## config.mk

```make
export PLATFORM = sky130hd
export DESIGN_NAME = axis_fifo_flat
export DESIGN_NICKNAME = d
export VERILOG_FILES = /design/src/rtl/axis_fifo_pkg.sv /design/src/rtl/axis_if.sv /design/src/rtl/axis_fifo.sv /design/src/flat_wrapper.sv
export SDC_FILE = /design/constraint.sdc
export NUM_CORES = 1
export LEC_CHECK = 0
export BUFFER_PORTS_ARGS = -buffer_cell sky130_fd_sc_hd__buf_2
export CAP_MARGIN = 25
export CORE_AREA = 3 3 162 101
export DETAILED_ROUTE_END_ITERATION = 7
export DIE_AREA = 0 0 165 104
export PLACE_DENSITY = 0.6
export SETUP_SLACK_MARGIN = 0.3
export SYNTH_ARGS = -nofsm -noshare
export SYNTH_HDL_FRONTEND = slang
export SYNTH_SLANG_ARGS = --single-unit
```

## constraint.sdc

```tcl
create_clock -name clk -period 6.9 [get_ports clk]
set_input_delay 0.345 -clock clk [delete_from_list [all_inputs] [get_ports clk]]
set_output_delay 0.345 -clock clk [all_outputs]
set_load 0.1 [all_outputs]
```

## src/rtl/axis_fifo_pkg.sv

```systemverilog
// Shared constants and elaboration helpers for the AXI-Stream FIFO.
package axis_fifo_pkg;

    localparam int AXIS_FIFO_DEFAULT_DEPTH = 4;

    function automatic bit is_pow2(input int v);
        return (v > 0) && ((v & (v - 1)) == 0);
    endfunction

endpackage

```

## src/rtl/axis_if.sv

```systemverilog
// AXI-Stream handshake bundle: manager drives tvalid/tdata, subordinate drives tready.
interface axis_if #(
    parameter int TDATA_WIDTH = 32
) ();

    logic                   tvalid;
    logic                   tready;
    logic [TDATA_WIDTH-1:0] tdata;

    modport m (output tvalid, output tdata, input tready);
    modport s (input tvalid, input tdata, output tready);

endinterface

```

## src/rtl/axis_fifo.sv

```systemverilog
// Registered AXI-Stream FIFO with synchronous flush; outputs depend only on stored state.
module axis_fifo
    import axis_fifo_pkg::*;
#(
    parameter int DEPTH = AXIS_FIFO_DEFAULT_DEPTH
) (
    input  logic                     clk,
    input  logic                     rst_n,
    axis_if.s                        axis_sif,
    axis_if.m                        axis_mif,
    input  logic                     flush,
    output logic [$clog2(DEPTH):0]   level
);

    localparam int AW = $clog2(DEPTH);
    localparam int PW = AW + 1;
    localparam int SW = axis_sif.TDATA_WIDTH;
    localparam int MW = axis_mif.TDATA_WIDTH;

    if (SW == 0) begin : g_bad_width
        $fatal(1, "axis_fifo: TDATA_WIDTH must be non-zero");
    end
    if (SW != MW) begin : g_width_mismatch
        $fatal(1, "axis_fifo: upstream and downstream TDATA_WIDTH differ");
    end
    if (!is_pow2(DEPTH) || DEPTH < 2) begin : g_bad_depth
        $fatal(1, "axis_fifo: DEPTH must be a power of two and at least 2");
    end

    logic [SW-1:0] r_mem [DEPTH];
    logic [PW-1:0] r_rd_ptr;
    logic [PW-1:0] r_wr_ptr;
    logic [PW-1:0] r_level;
    logic          r_tready;

    logic          w_push;
    logic          w_pop;
    logic [PW-1:0] w_level_next;

    assign w_push = axis_sif.tvalid && r_tready;
    assign w_pop  = axis_mif.tvalid && axis_mif.tready;

    // A pop during flush still completes downstream; only the bookkeeping is discarded.
    assign w_level_next = flush ? '0 : (r_level + PW'(w_push) - PW'(w_pop));

    always_ff @(posedge clk or negedge rst_n) begin
        if (!rst_n) begin
            r_rd_ptr <= '0;
            r_wr_ptr <= '0;
            r_level  <= '0;
            r_tready <= 1'b0;
        end else begin
            r_level  <= w_level_next;
            r_tready <= (w_level_next != PW'(DEPTH)) && !flush;
            if (flush) begin
                r_rd_ptr <= '0;
                r_wr_ptr <= '0;
            end else begin
                if (w_push) r_wr_ptr <= r_wr_ptr + 1'b1;
                if (w_pop)  r_rd_ptr <= r_rd_ptr + 1'b1;
            end
        end
    end

    // Storage is deliberately not reset so it can map onto distributed RAM.
    always_ff @(posedge clk) begin
        if (w_push && !flush) begin
            r_mem[r_wr_ptr[AW-1:0]] <= axis_sif.tdata;
        end
    end

    assign axis_sif.tready = r_tready;
    assign axis_mif.tvalid = (r_level != '0);
    assign axis_mif.tdata  = r_mem[r_rd_ptr[AW-1:0]];
    assign level           = r_level;

endmodule

```

## src/flat_wrapper.sv

```systemverilog
// flat-port wrapper written by rule: the top's interface ports become plain ports
module axis_fifo_flat import axis_fifo_pkg::*;
#(
    parameter int DEPTH = AXIS_FIFO_DEFAULT_DEPTH
)
  (clk, rst_n, flush, level, axis_sif_tvalid, axis_sif_tdata, axis_sif_tready, axis_mif_tvalid, axis_mif_tdata, axis_mif_tready);
  axis_if axis_sif_i ();
  axis_if axis_mif_i ();
  input  logic clk;
  input  logic rst_n;
  input  logic flush;
  output logic [$clog2(DEPTH):0] level;
  input wire logic [$bits(axis_sif_i.tvalid)-1:0] axis_sif_tvalid;
  input wire logic [$bits(axis_sif_i.tdata)-1:0] axis_sif_tdata;
  output wire logic [$bits(axis_sif_i.tready)-1:0] axis_sif_tready;
  output wire logic [$bits(axis_mif_i.tvalid)-1:0] axis_mif_tvalid;
  output wire logic [$bits(axis_mif_i.tdata)-1:0] axis_mif_tdata;
  input wire logic [$bits(axis_mif_i.tready)-1:0] axis_mif_tready;
  assign axis_sif_i.tvalid = axis_sif_tvalid;
  assign axis_sif_i.tdata = axis_sif_tdata;
  assign axis_sif_tready = axis_sif_i.tready;
  assign axis_mif_tvalid = axis_mif_i.tvalid;
  assign axis_mif_tdata = axis_mif_i.tdata;
  assign axis_mif_i.tready = axis_mif_tready;
  axis_fifo #(.DEPTH(DEPTH)) u_core (.clk(clk), .rst_n(rst_n), .axis_sif(axis_sif_i), .axis_mif(axis_mif_i), .flush(flush), .level(level));
endmodule
```

==> key figures <==
Status
  – Outcome: completed

GRT
  – Total gr overflow: 0
  – Met1 Track Usage GR: 16.7%
  – Pin count of the biggest net entering global routing: 35
  – Vias in the first global route: 2,655
  – GR Util met3: under 10%
  – Busiest grt layer: met2
  – GRT Util Overall: approximately 12%
  – First-pass GRT wire length: ~15,000 um
  – GRT met2 Usage: 17.1%
  – Initial antenna violation count: 2

Synth
  – Synthesized cell area: 5190 um2
  – Syn Area/Cell: about 24 um2
  – Syn Nets: about 260
  – Register area share after synthesis: 78.0%
  – Seq cells post-synth: 136
  – Number of synthesis warnings: 0
  – Post-synth cell types: 26
  – Synthesized instance count: 217

Die
  – Initial Util: 34.3%
  – Core region area: ~15,000 um2
  – # rows: 35
  – Die width: roughly 170 um
  – Io pins: between 70 and 80
  – Die ar.: 17,200 um2
  – Die height: 104 um

Worst setup path
  – CP max stage cell: dfrtp_2
  – CP required: roughly 6600 ps
  – Worst path cell trace: buf_4 > mux4_1 > buf_2
  – Worst path bufs/invs: 2
  – Largest delay share family, worst path: buffers and inverters
  – Crit. End Element: primary output
  – WP data arrival: ~2500 ps
  – CP peak stage delay: around 660 ps
  – Startpoint types: flip-flop
  – WS Path Type: reg -> out
  – Crit-path max FO: 20

CTS
  – Clock sink count: between 100 and 150
  – H-tree Lvls: 4
  – Cts repair resizes: 0
  – Clock tree buffer depth: 2
  – Root buf cell: clkbuf_16
  – CTS Buf Count: 17
  – Clk slew on worst S/H paths: 60 ps
  – Worst-skew pair later-pin latency: 410 ps
  – CTS tree: done

Timing
  – Worst-margin pin slew: ~950 ps
  – RSZ-0062 raised after global routing: false
  – # setup viols final: 0
  – Worst setup slack after layout: 4050 ps
  – Fin. Hold Viols: 0
  – Worst Skew: about 11 ps
  – Hold WS: between 150 and 200 ps
  – Slew Viols, Final: 0
  – Tmin final: 2850 ps
  – Fmax: 351 MHz
  – Final TNS setup: 0 ps
  – Relative slew slack: between 30% and 40%
  – Final Cycle Share: 41.3%

Power
  – Max IR drop VDD: ~260 uV
  – Seq pwr share: 35.1%
  – Sw Share: between 30% and 40%
  – Power density over the cells: roughly 440 nW/um2
  – Int Power: approximately 1800 uW
  – Combinational share of power: about a third
  – Clock Power Share: roughly 32%
  – Leakage power: 0.00223 uW
  – Switching power: between 1000 and 1500 uW

Placed design
  – Pre-CTS WS: ~4300 ps
  – Hpwl dp: roughly 6300 um
  – I/O Buffers: 73
  – GP Congestion: 0.712

Drt
  – Vias per cell: ~4.7
  – DRT iter0 DRCs: 164
  – Drt first pass iters: 4
  – Routed wire length: 9870 um
  – # DRC: 0
  – Drt wl/cell: between 15 and 20 um
  – Vias: 2,440
  – Routed Antenna Nets: 0

Final layout
  – NumNets Final: 353
  – Commonest non-fill, non-tap cell in the layout: edfxtp_1
  – Most frequent cells in the layout: 128 x edfxtp_1, 73 x buf_2, 28 x mux4_2
  – Final Core Density: roughly 43%
  – Final antenna diode count: 0
  – Layout cells sized above 1: roughly 46%
  – Layout area overhead: 24.0%

Min path
  – Min-delay worst type: in -> reg

Run
  – Max Cap Violations: 0
synthesized netlist by cell type (all sizes together):
library cell | number | area, um2
o311ai | 1 | 8.76
nand2 | 1 | 3.75
nand3b | 1 | 7.51
nor2b | 4 | 25.0
mux4 | 32 | 736
a21bo | 2 | 20.0
buf | 8 | 86.3
dfrtp | 8 | 200
nor2 | 3 | 11.3
or3 | 1 | 6.26
fa | 1 | 20.0
o31a | 2 | 17.5
ha | 6 | 75.1
mux2 | 2 | 22.5
xor3 | 1 | 23.8
inv | 8 | 30.0
nor3b | 4 | 30.0
nand3 | 1 | 5.00
a21oi | 2 | 10.0
clkbuf | 1 | 3.75
edfxtp | 128 | 3840
state kept, by name (all words and copies together), names as in the netlist:
register / flops
u_core.level: 3
u_core.r_mem: 128
u_core.r_rd_ptr: 2
u_core.axis_sif.tready: 1
u_core.r_wr_ptr: 2
cells by family after synthesis:
kind of cell / after synthesis / share of synthesized area [%]
fa+ha+maj: 7 / 1.83
flops: 136 / 78.0
buf+inv: 17 / 2.32
mux: 34 / 14.6
compound gates: 7 / 1.09
xor+xnor: 1 / 0.458
simple gates: 15 / 1.71
power groups by stage:
stage               registers (uW)  clock network [uW]  logic, uW
floorplan                     1040                   0        780
CTS                           1000                 944        936
global placement              1020                   0        929
detailed placement            1020                   0        933
global route                  1010                 977        964
finish                         998                 920        926
metal layers:
metal	share of wire [%]	wire length [um]
met5	0.22	22
met4	0.60	59
met3	7.0	694
met2	45	4480
met1	47	4610
final cells by class:
type / instances / area [um2]
Clock inverter: 13 / 180
Timing Repair Buffer: 82 / 447
Fill cell: 1319 / 8680
Sequential cell: 136 / 4050
Multi-Input combinational cell: 64 / 1040
Inverter: 8 / 30.0
Clock buffer: 18 / 429
Tap cell: 203 / 254
final timing paths:
| check | startpoint | endpoint | slack [ps] | cells past startpoint |
|---|---|---|---|---|
| worst min-delay path | axis_sif_tdata[30] | u_core.r_mem[2][30] | 150 | 1 |
| worst min register to register | u_core.axis_sif.tready | u_core.r_wr_ptr[0] | 630 | 2 |
| worst max register to register | u_core.level[1] | u_core.axis_sif.tready | 4470 | 7 |
| max in group asynchronous | rst_n | u_core.r_rd_ptr[0] | 6400 | 2 |
| min in group asynchronous | rst_n | u_core.r_wr_ptr[1] | 310 | 2 |
| worst max-delay path | u_core.r_rd_ptr[0] | axis_mif_tdata[31] | 4050 | 3 |
stage by stage:
stage               cell area [um2]  std cells  power [uW]
floorplan                      5190        217        1820
global placement               5780        489        1950
detailed placement             5790        490        1950
CTS                            6410        522        2880
global route                   6430        524        2950
finish                         6430        524        2840
what timing repair did:
item	4_1_cts	5_1_grt
hold buffers	1	0
setup buffers	0	0
hold endpoints to repair	8	0
Note: power is estimated with default switching activity, not from simulation.
